`src/rtl/prim_unpacker_pkg.sv`:
```
// prim_unpacker_pkg: FSM state type and count-width helper shared by the unpacker files
package prim_unpacker_pkg;

    typedef enum logic {Idle, Busy} st_e;

    // Number of bits needed to represent values 0 .. value-1, never less than 1.
    function automatic int vbits(input int value);
        return (value <= 1) ? 1 : $clog2(value);
    endfunction

endpackage

```
`src/rtl/prim_unpacker_align.sv`:
```
// prim_unpacker_align: combinational input aligner
//   data_i   in  InW  raw input data
//   mask_i   in  InW  contiguous input mask
//   lod_o    out CW   index of the lowest set mask bit (0 when mask_i is 0)
//   popcnt_o out CW   number of set mask bits
//   data_o   out InW  masked data shifted down so its lowest kept bit sits at bit 0
module prim_unpacker_align
    import prim_unpacker_pkg::*;
#(
    parameter int InW = 32,
    parameter int CW  = vbits(InW + 1)
) (
    input  logic [InW-1:0] data_i,
    input  logic [InW-1:0] mask_i,
    output logic [CW-1:0]  lod_o,
    output logic [CW-1:0]  popcnt_o,
    output logic [InW-1:0] data_o
);

    logic found;

    always_comb begin
        lod_o    = '0;
        popcnt_o = '0;
        found    = 1'b0;
        for (int i = 0; i < InW; i++) begin
            if (mask_i[i]) begin
                popcnt_o = popcnt_o + CW'(1);
                if (!found) begin
                    lod_o = CW'(i);
                    found = 1'b1;
                end
            end
        end
    end

    assign data_o = (data_i & mask_i) >> lod_o;

endmodule

```
`src/rtl/prim_unpacker.sv`:
```
// prim_unpacker: splits one masked InW-bit word into OutW-bit beats, LSB chunk first
//   clk_i    in  1     clock
//   rst_ni   in  1     synchronous active-low reset
//   valid_i  in  1     input word valid
//   data_i   in  InW   input data
//   mask_i   in  InW   contiguous input mask
//   ready_o  out 1     input word accepted when valid_i && ready_o
//   valid_o  out 1     output beat valid
//   data_o   out OutW  output data, unmasked bits zeroed
//   mask_o   out OutW  low-aligned output mask
//   last_o   out 1     final beat of the current word
//   ready_i  in  1     output beat consumed when valid_o && ready_i
//   clear_i  in  1     drop the remnant and return to idle
module prim_unpacker
    import prim_unpacker_pkg::*;
#(
    parameter int InW          = 32,
    parameter int OutW         = 8,
    parameter bit HintByteData = 1'b0
) (
    input  logic            clk_i,
    input  logic            rst_ni,
    input  logic            valid_i,
    input  logic [InW-1:0]  data_i,
    input  logic [InW-1:0]  mask_i,
    output logic            ready_o,
    output logic            valid_o,
    output logic [OutW-1:0] data_o,
    output logic [OutW-1:0] mask_o,
    output logic            last_o,
    input  logic            ready_i,
    input  logic            clear_i
);

    localparam int CW = vbits(InW + 1);

    if (InW < OutW) begin : g_width_err
        $error("prim_unpacker: InW must be >= OutW");
    end

    st_e            st_q, st_d;
    logic [CW-1:0]  cnt_q, cnt_d;
    logic [InW-1:0] stor_q, stor_d;
    logic [CW-1:0]  lod, popcnt;
    logic [InW-1:0] aligned;
    logic           ack_in, ack_out;

    prim_unpacker_align #(.InW(InW), .CW(CW)) u_align (
        .data_i   (data_i),
        .mask_i   (mask_i),
        .lod_o    (lod),
        .popcnt_o (popcnt),
        .data_o   (aligned)
    );

    assign valid_o = cnt_q != '0;
    assign mask_o  = (cnt_q >= CW'(OutW)) ? {OutW{1'b1}} : ~({OutW{1'b1}} << cnt_q);
    assign data_o  = stor_q[OutW-1:0] & mask_o;
    assign last_o  = valid_o && (cnt_q <= CW'(OutW));
    // A new word may enter while the final beat is being consumed, so words stream without a bubble.
    assign ready_o = !clear_i && (cnt_q == '0 || (cnt_q <= CW'(OutW) && ready_i));
    assign ack_in  = valid_i && ready_o;
    assign ack_out = valid_o && ready_i;

    always_ff @(posedge clk_i) begin
        if (!rst_ni) begin
            st_q   <= Idle;
            cnt_q  <= '0;
            stor_q <= '0;
        end else begin
            st_q   <= st_d;
            cnt_q  <= cnt_d;
            stor_q <= stor_d;
        end
    end

    always_comb begin
        cnt_d  = cnt_q;
        stor_d = stor_q;
        if (ack_out) begin
            cnt_d  = (cnt_q >= CW'(OutW)) ? cnt_q - CW'(OutW) : '0;
            stor_d = stor_q >> OutW;
        end
        // Loading after the shift lets a final-beat ack_out and ack_in share a cycle.
        if (ack_in) begin
            cnt_d  = popcnt;
            stor_d = aligned;
        end
        if (clear_i) begin
            cnt_d  = '0;
            stor_d = '0;
        end
        st_d = (cnt_d != '0) ? Busy : Idle;
    end

    logic [InW-1:0] mask_al;
    assign mask_al = mask_i >> lod;

    a_mask_contig: assert property (@(posedge clk_i) disable iff (!rst_ni)
        valid_i |-> ((mask_al & (mask_al + 1'b1)) == '0));
    a_in_stable: assert property (@(posedge clk_i) disable iff (!rst_ni)
        valid_i && !ready_o |=> $stable(data_i) && $stable(mask_i));
    a_out_stable: assert property (@(posedge clk_i) disable iff (!rst_ni)
        valid_o && !ready_i && !clear_i |=> $stable(data_o) && $stable(mask_o) && $stable(last_o));
    a_clear_no_valid: assert property (@(posedge clk_i) disable iff (!rst_ni)
        clear_i |-> !valid_i);
    a_st_cnt: assert property (@(posedge clk_i) disable iff (!rst_ni)
        (st_q == Busy) == (cnt_q != '0));

    if (HintByteData) begin : g_byte
        if (InW % 8 != 0 || OutW % 8 != 0) begin : g_byte_err
            $error("prim_unpacker: HintByteData requires byte-multiple widths");
        end
        for (genvar g = 0; g < InW / 8; g++) begin : g_lane
            a_lane: assert property (@(posedge clk_i) disable iff (!rst_ni)
                valid_i |-> (mask_i[8*g +: 8] == 8'h00 || mask_i[8*g +: 8] == 8'hFF));
        end
    end

endmodule

```
`config.mk`:
```
export PLATFORM = sky130hd
export DESIGN_NAME = prim_unpacker
export DESIGN_NICKNAME = d
export VERILOG_FILES = /design/src/rtl/prim_unpacker_pkg.sv /design/src/rtl/prim_unpacker_align.sv /design/src/rtl/prim_unpacker.sv
export SDC_FILE = /design/constraint.sdc
export NUM_CORES = 1
export LEC_CHECK = 0
export CORE_ASPECT_RATIO = 0.5
export CORE_UTILIZATION = 52
export CTS_CLUSTER_DIAMETER = 40
export CTS_CLUSTER_SIZE = 40
export DETAILED_ROUTE_END_ITERATION = 12
export GPL_TIMING_DRIVEN = 0
export PLACE_DENSITY_LB_ADDON = 0.08
export SLEW_MARGIN = 20
export SYNTH_ARGS = -nofsm -noshare
export SYNTH_HDL_FRONTEND = slang
export SYNTH_SLANG_ARGS = --single-unit
```
`constraint.sdc`:
```
create_clock -name clk_i -period 27.5 [get_ports clk_i]
set_input_delay 2.75 -clock clk_i [delete_from_list [all_inputs] [get_ports clk_i]]
set_output_delay 2.75 -clock clk_i [all_outputs]
set_load 0.02 [all_outputs]
```
== After elaboration in Yosys (flattened, before gate mapping) ==
Index checks and enable logic that the tools add are counted.

* Bits in registers: 38
* Logic and storage cells: 184
* Output and inout bits: 19
* Input bits: 69

* Reductions and logical operators: 11
* Add/sub/neg operators: 32
* Shifts and indexed selects: 2
* $lt $le $gt $ge: 2
* Bitwise operators: 4
* Muxes and demuxes: 131

{| class="wikitable"
|+ Operator list
! cell !! number
|-
| 2-to-1 mux 6 bit || 95
|-
| adder 6 x 1 -> 6 bit, second input constant || 30
|-
| 2-to-1 mux 32 bit || 2
|-
| 2-to-1 mux 1 bit || 33
|-
| bitwise AND 32 bit || 1
|-
| right shift 32 x 6 -> 32 bit || 1
|-
| bitwise AND 8 bit || 1
|-
| 2-to-1 mux 8 bit || 1
|-
| NOT 8 bit || 1
|-
| << shifter 8 x 6 -> 8 bit, first input constant || 1
|-
| greater-or-equal comparator 6 x 4 -> 1 bit, second input constant || 1
|-
| <= comparator 6 x 4 -> 1 bit, second input constant || 1
|-
| logical NOT 6 bit || 1
|-
| nonzero test 6 bit || 1
|-
| subtractor 6 x 4 -> 6 bit, second input constant || 1
|-
| logical AND 1 bit || 5
|-
| adder 1 x 1 -> 2 bit, second input constant || 1
|-
| nonzero test 2 bit || 1
|-
| OR reduction 2 bit || 1
|-
| logical NOT 1 bit || 1
|-
| logical OR 1 bit || 1
|-
| NOT 1 bit || 1
|}

== Logic depth before layout (Yosys ltp) ==
Gate-level depths: netlist (run 1).

* Depth after elaboration: 65
* Gate-level depth with buffers: 89
* Mapped depth without buffers: 87

== By module ==
From an unflattened synthesis (run 1), not the netlist that was laid out.

* Cells, all modules: 1300
* Area, all modules: 9591.7 um2

{| class="wikitable"
|+ Modules (own cells, without submodules)
! module !! area an instance (um2) !! sequential area each (um2) !! cells an instance !! times used
|-
| prim_unpacker_align || 7368.3 || 0.0 || 1074 || 1
|-
| prim_unpacker || 2223.4 || 760.7 || 226 || 1
|}

== Worst setup path after synthesis (run 1) ==
No wires, ideal clock.

* Path kind: input to register
* From: input mask_i[0]
* To: register cnt_q[4]
* Library setup time: 95 ps
* Arrival: 17196 ps
* Stages on the path: 87
* Setup slack: 10208 ps
* Data required time: 27405 ps
* Buffers on the path: 1
* Cell sequence: inv_1 ha_1 buf_6 xor2_1 ha_1 xnor2_1 nand2_1 o21ai_0 xnor2_1 a21oi_1 ha_1 a32oi_1 and2_1 xnor2_1 mux2_2 ha_1 o22ai_1 a21oi_1 [51 not listed] o21ai_0 ha_1 and3_1 a221o_1 ha_1 mux2i_1 inv_1 ha_1 nand2_1 o21ai_0 ha_1 nand2_1 nor2_1 a21oi_1 o21ai_0 xnor2_1 nand2_1 a221oi_1

* Word-level cells in the longest chain between the ends: 64

{| class="wikitable"
|+ Ends and longest elaborated chain
! item !! line !! text
|-
| from (decl) || prim_unpacker.sv:25 || <nowiki>input logic [InW-1:0] mask_i,</nowiki>
|-
| 2-to-1 mux 1 bit * || prim_unpacker_align.sv:27 || <nowiki>if (mask_i[i]) begin</nowiki>
|-
| adder 1 x 1 -> 2 bit || prim_unpacker_align.sv:28 || <nowiki>popcnt_o = popcnt_o + CW'(1);</nowiki>
|-
| 2-to-1 mux 6 bit * || prim_unpacker_align.sv:27 ||
|-
| adder 6 x 1 -> 6 bit || prim_unpacker_align.sv:28 ||
|-
| 2-to-1 mux 6 bit * || prim_unpacker_align.sv:27 ||
|-
| adder 6 x 1 -> 6 bit || prim_unpacker_align.sv:28 ||
|-
| 2-to-1 mux 6 bit * || prim_unpacker_align.sv:27 ||
|-
| adder 6 x 1 -> 6 bit || prim_unpacker_align.sv:28 ||
|-
| [48 not listed] || n/a ||
|-
| 2-to-1 mux 6 bit * || prim_unpacker_align.sv:27 ||
|-
| adder 6 x 1 -> 6 bit || prim_unpacker_align.sv:28 ||
|-
| 2-to-1 mux 6 bit * || prim_unpacker_align.sv:27 ||
|-
| adder 6 x 1 -> 6 bit || prim_unpacker_align.sv:28 ||
|-
| 2-to-1 mux 6 bit * || prim_unpacker_align.sv:27 ||
|-
| adder 6 x 1 -> 6 bit || prim_unpacker_align.sv:28 ||
|-
| 2-to-1 mux 6 bit * || prim_unpacker_align.sv:27 ||
|-
| 2-to-1 mux 6 bit * || prim_unpacker.sv:85 || <nowiki>if (ack_in) begin</nowiki>
|-
| to (signal assigned) || prim_unpacker.sv:72 || <nowiki>cnt_q <= cnt_d;</nowiki>
|-
| to (decl) || prim_unpacker.sv:42 || <nowiki>logic [CW-1:0] cnt_q, cnt_d;</nowiki>
|}

Every way passes the cells marked *; elsewhere a longest branch is shown, timed or not.
A chain may end at the register's enable or synchronous reset.

== Worst setup path in the final report (run 1) ==
Same ends and word-level chain as after synthesis.

==> impl_metrics.csv, run 1 <==
group,metric,value,unit
final_layout,layout_common_cells,"nand2_1 (173), nor2_1 (135), a21oi_1 (97)",
clock_tree,clkSinkCount,38,
final_layout,area_growth,13.53,%
grt,grt_pass1_vias,8523,
clock_tree,clk_pin_slew_worst_paths,0.05,ns
clock_tree,cts_root_buf,"clkbuf_16",
route,ant_nets,0,
clock_tree,cts_buffer_depth,2,
route,drt-total-wl,26770,µm
worst_setup_path,critPathMaxStageDelay,0.65,ns
logic_synthesis,yosysUniqueCellTypes,82,
clock_tree,cts_made_buffers,5,
die,dieArea,17380,µm²
route,drt_iter0_markers,826,
grt,grt_usage,0.3047,
logic_synthesis,async_flop_share,0,
sta,clock_skew,0.003868,ns
logic_synthesis,netlist_instances,1271,
clock_tree,clkLatencyLatePin,0.28,ns
worst_hold_path,hold_depth,2,
die,die_h,93.73,µm
route,drt-wirelength-per-cell,16.98,µm
die,die_w,185.4,µm
route,first_pass_iters,5,
route,drc,0,
logic_synthesis,synth_top_area_share,0.08694,
worst_setup_path,worstPathMaxFanout,9,
worst_setup_path,r2r_slack,23.89,ns
clock_tree,postCtsSetupBuffers,0,
sta,hold_viol_final,0,
die,start_util,0.5338,
worst_hold_path,worstHoldStart,"stor_q[13]$_SDFFE_PP0P_",
worst_setup_path,r2r-end,"stor_q[17]$_SDFFE_PP0P_",
logic_synthesis,synth_ff_type,"dfxtp_1",
final_layout,layout.nets,1452,
placement,place_congestion,0.9527,
sta,fin_crit,20.12,ns
job,drv_cap,0,
die,io_pins,88,
sta,relSlewSlack,0.4351,
logic_synthesis,syn_area,8750,µm²
route,wl_met3,1565,µm
clock_tree,cts-resized-gates,0,
logic_synthesis,synth-edff-count,0,
sta,finalSetupViolCount,0,
worst_setup_path,critPathCaptureType,"flip-flop",
grt,overflow,0,
logic_synthesis,seq_area_frac_synth,0.08694,
worst_setup_path,crit_type,"input port to flip-flop",
logic_synthesis,yosys_warnings,0,
worst_hold_path,holdPathEnd,"stor_q[5]$_SDFFE_PP0P_",
sta,fmax,0.04971,GHz
logic_synthesis,synth_top_cell_by_area,"dfxtp_1",
final_layout,final_common_cell,"nand2_1",
route,vias,9478,
logic_synthesis,yosys-top-cells-area,"dfxtp_1 (8.7%), xnor2_1 (8.6%), nand2_1 (7.4%)",
worst_setup_path,worstReg2RegStart,"cnt_q[3]$_SDFFE_PP0P_",
route,m1WireLength,13100,µm
logic_synthesis,synth_seq_cells,38,
clock_tree,htree_levels,2,
final_layout,drive_above_1_share,0.05263,
clock_tree,cts_tree,"yes",
sta,rsz0062_at_grt,"no",
worst_hold_path,hp-class,"flip-flop to flip-flop",
worst_setup_path,critical_path_arrival,20.30,ns
worst_setup_path,cp-start-kind,"input port",
outcome,outcome,"completed",
logic_synthesis,avgSynthCellArea,6.884,µm²
worst_setup_path,crit_path_top_delay_cell,"a221oi_1",
clock_tree,ctsHoldBuffers,0,
final_layout,diodes,0,
worst_setup_path,reg2reg_depth,11,
logic_synthesis,syn_nets,1375,
grt,grt_pass1_wl,42970,µm
worst_setup_path,required,27.68,ns
sta,period_share,0.7316,
final_layout,nFillCells,1624,
worst_setup_path,crit_top_cell,"ha_1",
placement,dpl.hpwl,22010,µm
grt,antenna_found_initial,0,
sta,finalMaxSlewViolations,0,
route,highest_layer,"met4",
placement,port_buffers,70,
sta,worst_pin_slew,0.8473,ns
route,routed_via_density,6.014,
route,dr_wl_met2,11830,µm
grt,grt_max_degree,13,
die,rows,33,
die,core_region_area,16390,µm²
sta,finalSetupTns,0,ns
cell families (layout without fill, tap and decap cells):
kind of cell,count (synthesis),in the layout,share of synthesized area
AO/OA/AOI/OAI,341,341,0.2514
XOR/XNOR,159,159,0.2114
adder cells (fa/ha/maj),35,35,0.05005
buffers and inverters,132,210,0.05906
flip-flops,38,38,0.08694
multiplexers,63,63,0.07407
AND/OR/NAND/NOR,503,503,0.2671
routing by layer:
layer  global-route usage  up-vias
met5                    0        -
met4              0.04614        0
met3              0.02326       24
met2               0.4972      328
met1               0.4427     4399
li1                     -     4727
per-stage QoR:
stage | hold slack [ns] | cell area (µm²) | utilization | cells | setup WS [ns]
floorplan | 0.4503 | 8750 | - | 1271 | 10.21
global placement | 0.4692 | 9734 | 0.5938 | 1568 | 7.609
detailed placement | 0.4766 | 9734 | 0.5938 | 1568 | 7.306
CTS | 0.4772 | 9933 | 0.6060 | 1576 | 7.537
global route | 0.4979 | 9933 | 0.6060 | 1576 | 6.070
finish | 0.4753 | 9933 | 0.6060 | 1576 | 7.382
critical path: cells and delay by family:
family / cells / cell delay [ns]
AO/OA/AOI/OAI: 24 / 4.63
XOR/XNOR: 15 / 2.81
adder cells (fa/ha/maj): 17 / 5.34
buffers and inverters: 5 / 0.93
multiplexers: 6 / 1.31
AND/OR/NAND/NOR: 21 / 2.52
cell usage after synthesis, types with 5 or more instances:
master and number:
nand2_1 173, nor2_1 135, a21oi_1 97, xnor2_1 86
o21ai_0 79, clkbuf_1 73, nand3_1 58, mux2i_1 51
inv_1 39, xor2_1 39, dfxtp_1 38, ha_1 35
nor3_1 26, o211ai_1 20, o22ai_1 19, and2_1 16
a31oi_1 15, nand2b_1 14, a311oi_1 13, a211oi_1 11
a22oi_1 11, mux2_2 11, nand4_1 11, a221oi_1 10
and3_1 9, nor4_1 9, or2_2 9, buf_1 8
nor3b_1 8, o31ai_1 8, nor2b_1 7, o22a_1 7
or3_1 7, or4_1 7, xnor2_2 7, xnor2_4 7
xnor3_1 7, buf_2 6, nand3b_1 6, a21boi_0 5
a41oi_1 5
cell type report:
cell class / instances / area (µm²) / area share
Inverter: 43 / 163.9 / 0.01650
Clock inverter: 2 / 60.06 / 0.006046
Sequential cell: 38 / 760.7 / 0.07658
Multi-Input combinational cell: 1101 / 7472 / 0.7522
Tap cell: 227 / 284.0 / 0.02859
Timing Repair Buffer: 70 / 700.7 / 0.07054
Clock buffer: 6 / 138.9 / 0.01398
Buffer: 89 / 352.8 / 0.03552
how the worst max path moves through the flow:
| stage | depth (start not counted) | slack [ns] | start | end |
|---|---|---|---|---|
| global placement | 88 | 7.61 | mask_i[0] | cnt_q[4]$_SDFFE_PP0P_ |
| detailed placement | 88 | 7.31 | mask_i[0] | cnt_q[4]$_SDFFE_PP0P_ |
| floorplan | 87 | 10.21 | mask_i[0] | cnt_q[4]$_SDFFE_PP0P_ |
| finish | 88 | 7.38 | mask_i[0] | cnt_q[4]$_SDFFE_PP0P_ |
| global route | 88 | 6.07 | mask_i[0] | cnt_q[4]$_SDFFE_PP0P_ |
| CTS | 88 | 7.54 | mask_i[0] | cnt_q[4]$_SDFFE_PP0P_ |
sequential cells by signal (all words and copies together) (netlist names):
register  flops
stor_q       32
cnt_q         6
Power of run 1 is not shown: default switching activity piles up to over one toggle a cycle in this logic, so the estimate is an artifact.
==> inputs of run 2 (changes only) <==
==> constraint.sdc (replaced) <==
create_clock -name clk_i -period 17.85 [get_ports clk_i]
set_input_delay 1.785 -clock clk_i [delete_from_list [all_inputs] [get_ports clk_i]]
set_output_delay 1.785 -clock clk_i [all_outputs]
set_load 0.02 [all_outputs]
==> impl_metrics.csv, run 2 (synthesis results as in run 1) <==
group,metric,value,unit
outcome,outcome,"completed",
final_layout,layout.nets,1471,
die,io_pins,88,
sta,fmax,0.05903,GHz
sta,finalSetupViolCount,0,
sta,setup_ws,0.9083,ns
final_layout,final_common_cell,"nand2_1",
sta,clock_skew,0.003259,ns
grt,antenna_found_initial,0,
route,vias,9589,
route,drt_iter0_markers,814,
final_layout,top_register,"stor_q",
placement,dpl.hpwl,22010,µm
worst_setup_path,critPathCaptureType,"flip-flop",
route,drt-wirelength-per-cell,17.06,µm
route,drt-total-wl,27220,µm
clock_tree,cts_tree,"yes",
worst_setup_path,required,18.04,ns
worst_hold_path,hp-class,"flip-flop to flip-flop",
placement,post-place-ws,-1.379,ns
grt,grt_pass1_vias,8573,
worst_setup_path,worstPathMaxFanout,9,
route,drc,0,
clock_tree,cts_root_buf,"clkbuf_16",
clock_tree,clk_pin_slew_worst_paths,0.05,ns
grt,grt_max_degree,13,
placement,place_congestion,0.9527,
die,rows,33,
sta,fin_crit,16.94,ns
route,routed_via_density,6.012,
die,die_w,185.4,µm
final_layout,reg_top3,"stor_q (32), cnt_q (6)",
final_layout,largest_reg_flops,32,
final_layout,fin_util,0.6261,
final_layout,diodes,0,
route,first_pass_iters,5,
clock_tree,htree_levels,2,
sta,period_share,0.9491,
die,die_h,93.73,µm
die,core_region_area,16390,µm²
clock_tree,cts_made_buffers,5,
route,ant_nets,0,
worst_setup_path,crit_type,"input port to flip-flop",
final_layout,area_growth,17.30,%
die,start_util,0.5338,
die,dieArea,17380,µm²
worst_setup_path,critPathMaxStageDelay,0.39,ns
job,drv_cap,0,
grt,overflow,0,
clock_tree,ctsHoldBuffers,0,
placement,port_buffers,70,
worst_setup_path,crit_path_top_delay_cell,"a221o_1",
sta,finalMaxSlewViolations,0,
final_layout,drive_above_1_share,0.09064,
worst_setup_path,cp-start-kind,"input port",
final_layout,layout_common_cells,"nand2_1 (170), nor2_1 (134), a21oi_1 (94)",
grt,grt_pass1_wl,43180,µm
clock_tree,clkLatencyLatePin,0.28,ns
sta,relSlewSlack,0.4079,
sta,worst_pin_slew,0.8849,ns
clock_tree,clkSinkCount,38,
worst_setup_path,crit_top_cell,"ha_1",
worst_setup_path,r2r_slack,14.24,ns
placement,dpl_cell_area,9734,µm²
grt,grt_usage,0.3062,
sta,hold_viol_final,0,
final_layout,final_cell_area,10260,µm²
worst_setup_path,critical_path_arrival,17.13,ns
clock_tree,cts_buffer_depth,2,
## run 2: final timing paths
path                                  end                    from  cells past startpoint
setup / recovery    cnt_q[4]$_SDFFE_PP0P_               mask_i[0]                     87
setup reg to reg  stor_q[17]$_SDFFE_PP0P_   cnt_q[3]$_SDFFE_PP0P_                     11
hold reg to reg    stor_q[3]$_SDFFE_PP0P_  stor_q[3]$_SDFFE_PP0P_                      2
hold / removal     stor_q[3]$_SDFFE_PP0P_  stor_q[3]$_SDFFE_PP0P_                      2
## run 2: critical path, delay by kind of cell
family / cells / cell delay (ns)
AOI/OAI and AO/OA: 26 / 4.20
xor gates and xnor gates: 14 / 2.29
adders and majority gates: 17 / 5.14
buffers and inverters: 8 / 0.71
muxes: 6 / 1.25
and+or+nand+nor: 16 / 1.76
## run 2: routing by layer
layer,global-route usage,wire (µm),vias up,share of wire
met3,0.02326,1699,26,0.062
met4,0.04408,242,0,0.0089
li1,-,-,4758,-
met5,0,0,-,0
met2,0.5022,12070,348,0.44
met1,0.4439,13200,4457,0.49
## run 2: repair_timing
action                     CTS  global route
setup endpoints to repair    5             5
gates cloned                 0             0
resized for setup           15            33
pin swaps                    8            25
buffers inserted             5            14
## run 2: final cells by class
| class | instances | area, µm² |
|---|---|---|
| plain buffers | 89 | 354.1 |
| multi-input cells | 1101 | 7669 |
| flip-flops and latches | 38 | 760.7 |
| fillers | 1585 | 6128 |
| clock buffers | 6 | 138.9 |
| repair buffers | 89 | 833.3 |
| inverters | 43 | 163.9 |
| well taps | 227 | 284.0 |
| clock inverters | 2 | 60.06 |
## run 2: stage by stage
stage                     setup TNS, ns  hold slack [ns]  std cells
after floorplan                       0           0.4503       1271
after global placement           -3.836           0.4692       1568
after detailed placement         -5.255           0.4766       1568
after CTS                             0           0.4772       1581
after global routing            -0.2175           0.4979       1595
final                                 0           0.4771       1595
Power of run 2 is left out for the same reason.
